[src/rtl/i2c_slave_seq.sv]
// i2c_slave_seq: byte-level I2C slave sequencer running on the system clock.
// Oversamples SCL/SDA, detects START/STOP, matches the device address,
// ACKs received bytes, emits load strobes for the address/data register bank
// and serves read bytes supplied on rd_data_i.
module i2c_slave_seq #(
    parameter logic [6:0] DEV_ADDR   = 7'h42,
    parameter int         ADDR_BYTES = 2
) (
    input  logic       clk,
    input  logic       rst_n,
    input  logic       scl_i,
    input  logic       sda_i,
    output logic       sda_oe,
    output logic [7:0] data_o,
    output logic       load_addr1,
    output logic       load_addr2,
    output logic       load_data,
    output logic       rd_req,
    input  logic [7:0] rd_data_i,
    output logic       busy
);

    typedef enum logic [3:0] {
        IDLE,
        DEVADR,
        ACK_DEV,
        ADDR1,
        ACK_A1,
        ADDR2,
        ACK_A2,
        WDATA,
        ACK_W,
        RDATA,
        RACK,
        WAIT_STOP
    } state_t;

    // [0] first sync flop, [1] synchronized sample, [2] history for edges
    logic [2:0] scl_q;
    logic [2:0] sda_q;

    logic scl_rise;
    logic scl_fall;
    logic scl_high;
    logic start_det;
    logic stop_det;
    logic sda_bit;

    state_t     state_q,   state_d;
    logic [3:0] bit_cnt_q, bit_cnt_d;
    logic [7:0] shift_q,   shift_d;
    logic [7:0] data_q,    data_d;
    logic       oe_q,      oe_d;
    logic       busy_q,    busy_d;
    logic       rw_q,      rw_d;
    logic       mnack_q,   mnack_d;
    logic       pend_a1_q, pend_a1_d;
    logic       pend_a2_q, pend_a2_d;
    logic       pend_w_q,  pend_w_d;
    logic       la1_q,     la1_d;
    logic       la2_q,     la2_d;
    logic       lw_q,      lw_d;
    logic       rdreq_q,   rdreq_d;

    logic [7:0] rx_byte;

    // Synchronize the pad inputs; reset to the idle-high bus level so that
    // leaving reset never fabricates an edge on its own.
    always_ff @(posedge clk or negedge rst_n) begin
        if (!rst_n) begin
            scl_q <= 3'b111;
            sda_q <= 3'b111;
        end else begin
            scl_q <= {scl_q[1:0], scl_i};
            sda_q <= {sda_q[1:0], sda_i};
        end
    end

    assign scl_rise  = scl_q[1] & ~scl_q[2];
    assign scl_fall  = ~scl_q[1] & scl_q[2];
    assign scl_high  = scl_q[1] & scl_q[2];
    assign start_det = scl_high & sda_q[2] & ~sda_q[1];
    assign stop_det  = scl_high & ~sda_q[2] & sda_q[1];
    assign sda_bit   = sda_q[1];
    assign rx_byte   = {shift_q[6:0], sda_bit};

    // Sequencer state and all registered outputs.
    always_ff @(posedge clk or negedge rst_n) begin
        if (!rst_n) begin
            state_q   <= IDLE;
            bit_cnt_q <= 4'd0;
            shift_q   <= 8'h00;
            data_q    <= 8'h00;
            oe_q      <= 1'b0;
            busy_q    <= 1'b0;
            rw_q      <= 1'b0;
            mnack_q   <= 1'b0;
            pend_a1_q <= 1'b0;
            pend_a2_q <= 1'b0;
            pend_w_q  <= 1'b0;
            la1_q     <= 1'b0;
            la2_q     <= 1'b0;
            lw_q      <= 1'b0;
            rdreq_q   <= 1'b0;
        end else begin
            state_q   <= state_d;
            bit_cnt_q <= bit_cnt_d;
            shift_q   <= shift_d;
            data_q    <= data_d;
            oe_q      <= oe_d;
            busy_q    <= busy_d;
            rw_q      <= rw_d;
            mnack_q   <= mnack_d;
            pend_a1_q <= pend_a1_d;
            pend_a2_q <= pend_a2_d;
            pend_w_q  <= pend_w_d;
            la1_q     <= la1_d;
            la2_q     <= la2_d;
            lw_q      <= lw_d;
            rdreq_q   <= rdreq_d;
        end
    end

    // Next-state logic: bus conditions first (STOP beats everything), then
    // per-state bit handling on the synchronized SCL edges.
    always_comb begin
        state_d   = state_q;
        bit_cnt_d = bit_cnt_q;
        shift_d   = shift_q;
        data_d    = data_q;
        oe_d      = oe_q;
        busy_d    = busy_q;
        rw_d      = rw_q;
        mnack_d   = mnack_q;
        pend_a1_d = 1'b0;
        pend_a2_d = 1'b0;
        pend_w_d  = 1'b0;
        la1_d     = pend_a1_q;
        la2_d     = pend_a2_q;
        lw_d      = pend_w_q;
        rdreq_d   = 1'b0;

        if (stop_det) begin
            state_d   = IDLE;
            oe_d      = 1'b0;
            busy_d    = 1'b0;
            bit_cnt_d = 4'd0;
        end else if (start_det) begin
            state_d   = DEVADR;
            oe_d      = 1'b0;
            bit_cnt_d = 4'd0;
        end else begin
            case (state_q)
                DEVADR, ADDR1, ADDR2, WDATA: begin
                    if (scl_rise && (bit_cnt_q < 4'd8)) begin
                        shift_d   = rx_byte;
                        bit_cnt_d = bit_cnt_q + 4'd1;
                        if (bit_cnt_q == 4'd7) begin
                            data_d = rx_byte;
                            case (state_q)
                                DEVADR: begin
                                    if (rx_byte[7:1] != DEV_ADDR) begin
                                        state_d = WAIT_STOP;
                                        busy_d  = 1'b0;
                                    end else begin
                                        busy_d = 1'b1;
                                        rw_d   = rx_byte[0];
                                    end
                                end
                                ADDR1:   pend_a1_d = 1'b1;
                                ADDR2:   pend_a2_d = 1'b1;
                                WDATA:   pend_w_d  = 1'b1;
                                default: ;
                            endcase
                        end
                    end else if (scl_fall && (bit_cnt_q == 4'd8)) begin
                        oe_d      = 1'b1;
                        bit_cnt_d = 4'd0;
                        case (state_q)
                            DEVADR:  state_d = ACK_DEV;
                            ADDR1:   state_d = ACK_A1;
                            ADDR2:   state_d = ACK_A2;
                            default: state_d = ACK_W;
                        endcase
                    end
                end

                ACK_DEV: begin
                    if (scl_fall) begin
                        oe_d      = 1'b0;
                        bit_cnt_d = 4'd0;
                        if (rw_q) begin
                            state_d = RDATA;
                            rdreq_d = 1'b1;
                        end else begin
                            state_d = ADDR1;
                        end
                    end
                end

                ACK_A1: begin
                    if (scl_fall) begin
                        oe_d      = 1'b0;
                        bit_cnt_d = 4'd0;
                        state_d   = (ADDR_BYTES == 1) ? WDATA : ADDR2;
                    end
                end

                ACK_A2, ACK_W: begin
                    if (scl_fall) begin
                        oe_d      = 1'b0;
                        bit_cnt_d = 4'd0;
                        state_d   = WDATA;
                    end
                end

                RDATA: begin
                    if (rdreq_q) begin
                        // SCL is low here, so the MSB goes straight onto the line
                        shift_d   = rd_data_i;
                        oe_d      = ~rd_data_i[7];
                        bit_cnt_d = 4'd0;
                    end else if (scl_fall) begin
                        if (bit_cnt_q == 4'd7) begin
                            oe_d      = 1'b0;
                            bit_cnt_d = 4'd0;
                            state_d   = RACK;
                        end else begin
                            shift_d   = {shift_q[6:0], 1'b0};
                            oe_d      = ~shift_q[6];
                            bit_cnt_d = bit_cnt_q + 4'd1;
                        end
                    end
                end

                RACK: begin
                    if (scl_rise) begin
                        mnack_d = sda_bit;
                    end else if (scl_fall) begin
                        oe_d      = 1'b0;
                        bit_cnt_d = 4'd0;
                        if (mnack_q) begin
                            state_d = WAIT_STOP;
                        end else begin
                            state_d = RDATA;
                            rdreq_d = 1'b1;
                        end
                    end
                end

                WAIT_STOP: oe_d = 1'b0;

                default: oe_d = 1'b0;
            endcase
        end
    end

    assign sda_oe     = oe_q;
    assign data_o     = data_q;
    assign load_addr1 = la1_q;
    assign load_addr2 = la2_q;
    assign load_data  = lw_q;
    assign rd_req     = rdreq_q;
    assign busy       = busy_q;

endmodule

[config.mk]
export PLATFORM = sky130hd
export DESIGN_NAME = i2c_slave_seq
export DESIGN_NICKNAME = d
export VERILOG_FILES = /design/src/rtl/i2c_slave_seq.sv
export SDC_FILE = /design/constraint.sdc
export NUM_CORES = 1
export LEC_CHECK = 0
export CELL_PAD_IN_SITES_DETAIL_PLACEMENT = 1
export CELL_PAD_IN_SITES_GLOBAL_PLACEMENT = 2
export CORE_UTILIZATION = 35
export DETAILED_ROUTE_END_ITERATION = 7
export PLACE_DENSITY_LB_ADDON = 0.1
export SYNTH_ARGS = -nofsm -noshare
export SYNTH_HDL_FRONTEND = slang
export SYNTH_SLANG_ARGS = --single-unit
export TNS_END_PERCENT = 100
[constraint.sdc]
create_clock -name clk -period 2.24 [get_ports clk]
set_input_delay 0.336 -clock clk [delete_from_list [all_inputs] [get_ports clk]]
set_output_delay 0.336 -clock clk [all_outputs]
set_load 0.02 [all_outputs]
-- Yosys cells after proc, flatten, opt, wreduce, memory -nomap -nowiden
Index checks and enable logic that the tools add are counted.
- bits in registers: 40
- bits of input ports: 12
- output and inout bits: 14
- word-level logic and storage cells: 164
- add/sub/neg operators: 1
- $lt $le $gt $ge: 1
- eq/ne operators: 32
- mux-type cells: 77
- bitwise gates (word level): 16
- reduce and logical (&&, ||, !) cells: 20
- operators by type and width (kind ; count):
    $mux 4 ; 25
    $mux 1 ; 41
    $ne 4x4->1 const B ; 10
    $mux 7 ; 4
    $ne 5x5->1 const B ; 5
    $pmux 4 s6 ; 1
    $eq 4x3->1 const B ; 5
    $eq 4x4->1 const B ; 4
    $pmux 4 s4 ; 1
    $pmux 7 s2 ; 1
    $reduce_and 13->1 ; 1
    $pmux 4 s3 ; 1
    $reduce_and 4->1 ; 3
    $reduce_and 5->1 ; 2
    $reduce_bool 2->1 ; 5
    $not 1->1 ; 9
    $eq 4x2->1 const B ; 2
    $reduce_bool 8->1 ; 1
    $reduce_or 4->1 ; 2
    $and 1x1->1 ; 7
    $ne 7x7->1 const B ; 1
    $reduce_and 7->1 ; 1
    $ne 3x3->1 const B ; 2
    $reduce_and 6->1 ; 1
    11 further kinds ; 12

-- Longest topological paths before layout
Gate-level depths: netlist (run 1).
- depth after elaboration: 8
- mapped depth: 7
- mapped depth without buffers: 7

-- Worst setup path before layout (run 1)
Ideal clock, no wire load.
- path type: register -> register
- start point: register scl_q[1]
- end point: register rw_q
- setup time: 0.125 ns
- arrival time: 1.929 ns
- data required time: 2.115 ns
- slack: 0.186 ns
- cell stages (with the launch flop): 7
- path buffers: 1
- period minus slack after synthesis: 2.054 ns
- cell sequence: dfstp_2 -> buf_4 -> nor2b_1 -> nand2_1 -> or4_1 -> nor2_1 -> mux2_2
- word-level cells in the longest chain between the ends: 5
- elaborated cells on any way between the ends: 10
- those cells by class: 8 x bitwise; 2 x reduce/logical
- ends and longest elaborated chain (element ; line ; source):
    start, declared ; 39 ; logic [2:0] scl_q;
    start signal, assigned ; 74 ; scl_q <= {scl_q[1:0], scl_i};
    $and 1x1->1 ; 81 ; assign scl_high = scl_q[1] & scl_q[2];
    $and 1x1->1 (on tied branches) (2 in series) ; 83, 82 ;
    $not 1->1 (no source line) ; - ;
    $reduce_and 7->1 (no source line) (*) ; - ;
    end signal, assigned ; 112 ; rw_q <= rw_d;
    end, declared ; 55 ; logic rw_q, rw_d;
Mark *: on every way between the ends. The rest lies on a longest branch, timed or not.
A chain may end at the register's enable or synchronous reset.

-- Final worst setup path (run 1)
Ends and elaborated chain as after synthesis.

==> results.txt, run 1 <==
Status = finished, violations left
Failing checks = negative hold slack
Worst Hold Class = in -> async
Remaining DRCs = 0
GRT Util Overall = 0.1971
Final cell count without fillers = 319
CTS Buffer Depth = 2
Root Buffer = clkbuf_8
Filler cell count = 674
Initial antenna violation count = 0
TritonCTS clock tree = yes
Via-to-Cell Ratio = 5.536
Initial drt markers = 91
Post-route ant nets = 0
FF-to-FF Start = scl_q[1]
Die Span Y = 79.98 um
Max-slew headroom = 0.5892
Final WL = 5.698 mm
PortBufs = 25
Power, Total = 0.002771 W
Die ar. = 6397 um2
CP Launch Type = register
Die W = 79.98 um
First-pass DRT Iterations = 4
Number of synthesized flops with an enable pin = 0
Post-synth cell types = 56
Nets = 257
Synth Instances = 207
Crit Path Class = reg -> reg
HPWL after DPL = 4.191 mm
Sw Share = 0.3808
Synth area leader = dfrtp_1
# rows = 28
Hold Buf Count CTS = 0
Number of warnings issued by yosys = 0
Register share of total power = 0.363
TNS Setup = 0 ns
Worst EP arrival = 2.31 ns
Fin Hold WS = -0.0005723 ns
Crit path time final = 2.119 ns
Clk sink count = 40
Critical path launch point = scl_q[1]
#FFs+latches synth = 40
Inserted Diodes = 0
Critical path capture point type = register
Area Overhead vs Synth = 24.22%
Vias in the first global route = 1868
Commonest non-fill, non-tap cells in the layout = 34 x dfrtp_1, 24 x clkdlybuf4s50_1, 18 x a21oi_1, 18 x buf_4, 13 x mux2_2
Inst Count DP = 311
Vias post-DR = 1766
Pin count of the biggest net entering global routing = 21
Num CTS Buffers = 5
Final hold viol count = 1
Yosys top cell area share = 0.3998
WP data required = 2.43 ns
Worst path slowest cell = dfstp_2
Gpl congestion = 0.8049
Max frequency = 472.0 MHz
Clock share of power = 0.225
Post-CTS setup buffers = 0
Setup slack after layout = 0.1212 ns
Synth top area cells = dfrtp_1 40%, dfstp_2 7.4%, mux2_2 6.9%, mux2i_1 4.7%, a21oi_1 4.2%
Commonest non-fill, non-tap cell in the layout = dfrtp_1
Pins over their slew limit = 0
Net Sw Power = 0.001055 W
Core area = 5886 um2
Syn_nets = 221
H-tree depth = 2
Initial core utilization = 0.3616
Grt ovf = 0
Final setup vio count = 0
Internal Power = 0.001716 W
Clk pin slew, worst setup/hold paths = 0.09 ns
Peak supply drop = 0.5223 mV
PwrDens = 1048 nW/um2
Max cap viols = 0
DR WL/cell = 17.86 um
Final Cycle Share = 0.9459
Worst-path maximum fanout = 12
Part of the Yosys area used for sequential elements = 0.4738
Worst-margin pin slew = 0.6163 ns
Clk_skew = 0.01055 ns
Sequential Area = 1008 um2
Post-CTS Resized = 0
Clk_lat worst skew = 0.30 ns
Combinational power share = 0.412
Crit path cell chain = nor2b_1 -> nand2_1 -> or4_1 -> nor2_1 -> mux2_2
First-pass GRT wire length = 9.563 mm
Multi-input gate area = 1016 um2
Syn_area_per_cell = 10.28 um2
RSZ-0062 raised after global routing = no
Netlist Area Pre-Place = 2128 um2
IO Count = 26
Asr flop ratio synth = 1.000
DP Worst Slack = 0.1254 ns
Share of cells above drive strength 1 = 0.2172
Post-synth top flop = dfrtp_1
CP peak stage delay = 0.66 ns
LEAKAGE = 1.135 nW
## worst paths after layout
check | end | slack [ns] | cells after the start
max | rw_q | 0.12 | 5
min | state_q[3] | -0.0006 | 2
max reg2reg | rw_q | 0.12 | 5
min reg2reg | scl_q[1] | 0.35 | 0
max in group asynchronous | sda_q[1] | 1.95 | 2
min in group clk | scl_q[1] | 0.35 | 0
## cell families after synthesis
kind of cell | after synthesis | share of synthesized area
compound gates | 58 | 0.1787
xor+xnor | 1 | 0.004116
fa+ha+maj | 2 | 0.01176
buf+inv | 22 | 0.04879
flops | 40 | 0.4738
mux | 23 | 0.1158
simple gates | 61 | 0.1670
## state kept, by name, indices dropped and copies added, names as in the netlist
name	flops
state_q	4
mnack_q	1
load_addr2	1
scl_q	3
load_addr1	1
sda_q	3
sda_oe	1
data_o	8
la2_d	1
lw_d	1
la1_d	1
busy	1
rw_q	1
rd_req	1
bit_cnt_q	4
load_data	1
shift_q	7
## cell usage after synthesis (all sizes together) (2+ instances only)
library cell	number
a31oi	6
nor3	8
mux2i	10
dfrtp	34
mux2	13
or3b	3
a21oi	18
o2111ai	2
nor3b	2
nand3	3
clkbuf	6
nor2	9
or3	2
nor4	2
o311a	2
a2bb2oi	2
nand2b	6
nor4b	2
inv	8
o21ai	11
nor2b	4
dfstp	6
a31o	2
nand2	11
ha	2
buf	8
nand4b	2
## area by class of cell
type                       instances  share of cell area
clock buffer                       5             0.02603
clock inverter                     3             0.01751
inverter                           8             0.01136
multi-input combinational        145              0.3843
sequential                        40              0.3814
tap                               75             0.03549
timing repair buffer              43              0.1439
## power groups by stage
stage / Combinational [W] / Sequential, W / Clock (W)
finish: 0.00114 / 0.00101 / 0.000624
global route: 0.00125 / 0.00103 / 0.000664
CTS: 0.00114 / 0.00101 / 0.000644
detailed placement: 0.00113 / 0.00102 / 0
global placement: 0.00111 / 0.00101 / 0
floorplan: 0.000813 / 0.000941 / 0
## routing by layer
layer  routed length [um]  share of wire  vias to the layer above  track usage
met2                 2699           0.47                       31       0.3179
li1                     -              -                      834            -
met1                 2787           0.49                      897       0.2690
met3                  166          0.029                        4      0.04000
met4                   44         0.0077                        0      0.05000
met5                    0              0                        -            0
## stage by stage
stage / hold slack, ns / instance area, um2 / util
global placement: 0.3287 / 2529 / 0.4296
detailed placement: 0.3346 / 2529 / 0.4296
finish: -0.0005723 / 2644 / 0.4492
CTS: 0.003740 / 2644 / 0.4492
global route: 0.01607 / 2644 / 0.4492
floorplan: 0.04041 / 2128 / -
## critical path: cells and delay by family, from the launching register on
kind	cells	cell delay [ns]
flip-flops	1	0.66
multiplexers	1	0.34
AND/OR/NAND/NOR	4	1.00
Note: power is estimated with default switching activity, not from simulation.
==> run 2, diff against run 1 <==
--- a/config.mk
+++ b/config.mk
@@ -7,9 +7,11 @@
 export LEC_CHECK = 0
 export CELL_PAD_IN_SITES_DETAIL_PLACEMENT = 1
 export CELL_PAD_IN_SITES_GLOBAL_PLACEMENT = 2
+export CORE_ASPECT_RATIO = 0.6
 export CORE_UTILIZATION = 35
 export DETAILED_ROUTE_END_ITERATION = 7
 export PLACE_DENSITY_LB_ADDON = 0.1
+export SLEW_MARGIN = 40
 export SYNTH_ARGS = -nofsm -noshare
 export SYNTH_HDL_FRONTEND = slang
 export SYNTH_SLANG_ARGS = --single-unit
==> run 2 against run 1 <==
The run now ends clean. Register-to-register slack better by 0.03 ns. Sequential share of layout area fell by 0.86 points. Clock-buffer cell count stayed put. Cell area rose by 2.3%. Total power grew 9.0%. Critical path depth rose by 1. Clock power rose by 33%. First-iteration DRC count increased by 85%.
==> results.txt, run 2 (same netlist as run 1, synthesis figures left out) <==
Status = finished, final reports clean
Worst-margin pin slew = 0.5171 ns (-0.09912 ns)
Pins over their slew limit = 0 (unchanged)
Crit path time final = 2.089 ns (-0.02998 ns)
GRT Util Overall = 0.2067 (+0.009586)
H-tree depth = 2 (unchanged)
Largest register FFs = 8 (unchanged)
PortBufs = 25 (unchanged)
Peak supply drop = 0.3541 mV (-32%)
Vias in the first global route = 1839 (-1.6%)
Critical path capture point type = register
CTS Buffer Depth = 2 (unchanged)
Initial core utilization = 0.3716 (+0.009952)
IO Count = 26 (unchanged)
First-pass GRT wire length = 9.908 mm (+3.6%)
Die ar. = 6407 um2 (+0.16%)
Final hold viol count = 0 (-1)
Clk sink count = 40 (unchanged)
Post-route ant nets = 0 (unchanged)
Initial antenna violation count = 0 (unchanged)
Via-to-Cell Ratio = 5.566 (+0.54%)
Commonest non-fill, non-tap cells in the layout = 34 x dfrtp_1, 24 x clkdlybuf4s50_1, 19 x buf_4, 18 x a21oi_1, 13 x mux2_2
Pin count of the biggest net entering global routing = 41 (+95%)
Max cap viols = 0 (unchanged)
Max frequency = 478.7 MHz (+1.4%)
PwrDens = 1116 nW/um2 (+6.5%)
Num CTS Buffers = 5 (unchanged)
# rows = 21 (-25%)
RSZ-0062 raised after global routing = no
Grt ovf = 0 (unchanged)
LEAKAGE = 1.160 nW (+2.2%)
Clk_lat worst skew = 0.30 ns (about the same)
Share of cells above drive strength 1 = 0.2286 (+0.01136)
Clk_skew = 0.008536 ns (-0.002018 ns)
CP peak stage delay = 0.64 ns (-0.02 ns)
Initial drt markers = 168 (+85%)
TNS Setup = 0 ns (unchanged)
Core area = 5728 um2 (-2.7%)
Final Cycle Share = 0.9325 (-0.01338)
Power, Total = 0.003019 W (+9.0%)
DR WL/cell = 18.48 um (+3.5%)
Max-slew headroom = 0.6552 (+0.06608)
CP Launch Type = register
Crit path cell chain = nor3b_2 -> buf_4 -> o311a_1 -> o31ai_1 -> nand3_1 -> mux2_2
Setup slack after layout = 0.1512 ns (+0.02998 ns)
Worst path slowest cell = dfstp_2
Die Span Y = 62.41 um (-22%)
WP data required = 2.43 ns (about the same)
DP Worst Slack = 0.08247 ns (-0.04290 ns)
Nets = 258 (+0.39%)
Final WL = 6.007 mm (+5.4%)
Worst EP arrival = 2.27 ns (-0.04 ns)
Root Buffer = clkbuf_8
Inserted Diodes = 0 (unchanged)
Crit Path Class = reg -> reg
TritonCTS clock tree = yes
Remaining DRCs = 0 (unchanged)
Area Overhead vs Synth = 27.10%
Die W = 102.7 um (+28%)
Commonest non-fill, non-tap cell in the layout = dfrtp_1
Vias post-DR = 1809 (+2.4%)
First-pass DRT Iterations = 4 (unchanged)
Clk pin slew, worst setup/hold paths = 0.08 ns (about the same)
Worst-path maximum fanout = 10 (-2)
Worst Hold Class = in -> async
Filler cell count = 659 (-2.2%)
Gpl congestion = 0.8605 (+6.9%)
HPWL after DPL = 4.470 mm (+6.7%)
Final setup vio count = 0 (unchanged)
-- run 2: cell count changes in the layout (fill, tap and decap cells not counted) --
cell,change
bufinv_16,+2
and3b_1,-1
and3b_2,+1
buf_4,+1
clkinvlp_4,-1
ha_1,-1
ha_2,+1
inv_6,-1
-- run 2: power by group --
group	internal [W]	switching, W	total [W]
Combinational	0.000539	0.000648	0.00119
Clock	0.000558	0.000275	0.000833
Sequential	0.000843	0.000156	0.00100
Total	0.00194	0.00108	0.00302
-- run 2: final cells by class --
cell class                      count  area (um2)  area share
Timing Repair Buffer               44       387.9      0.1434
Clock inverter                      3       90.09     0.03330
Sequential cell                    40        1008      0.3728
Clock buffer                        5       68.82     0.02544
Tap cell                           80       100.1     0.03700
Inverter                            8       30.03     0.01110
Multi-Input combinational cell    145        1020      0.3770
-- run 2: final timing paths --
check                           cells after the start     start  slack [ns]    endpoint
worst max-delay path                                6  scl_q[2]        0.15  state_q[0]
worst min-delay path                                2     rst_n        0.09  state_q[3]
worst max register to register                      6  scl_q[2]        0.15  state_q[0]
worst min register to register                      0     la2_d        0.35  load_addr2
max in group asynchronous                           2     rst_n        1.78    scl_q[2]
min in group clk                                    0     la2_d        0.35  load_addr2
-- run 2: stage by stage --
step / instances / area [um2] / hold WS [ns] / utilization
CTS: 325 / 2701 / 0.1055 / 0.4716
global route: 325 / 2705 / 0.1472 / 0.4723
finish: 325 / 2705 / 0.09300 / 0.4723
floorplan: 207 / 2128 / 0.04041 / -
detailed placement: 317 / 2542 / 0.3362 / 0.4439
global placement: 317 / 2542 / 0.3360 / 0.4439
-- run 2: layer usage --
metal  GRT usage  share of wire  vias up
met2      0.2958           0.44       32
met5           0              0        -
met1      0.3195           0.52      931
met3     0.03803          0.032        4
met4     0.04643         0.0063        0
li1            -              -      842
-- run 2: worst max-delay path, delay by kind of cell, from the launching register on --
family	cells	cell delay (ns)
AO/OA/AOI/OAI	2	0.49
buffers and inverters	1	0.16
flip-flops	1	0.64
multiplexers	1	0.34
AND/OR/NAND/NOR	2	0.34
-- run 2: repair_timing --
item,in CTS,in global routing
gates resized for setup,0,2
setup buffers,0,0
hold buffers,0,0
endpoints found under the setup margin,0,4
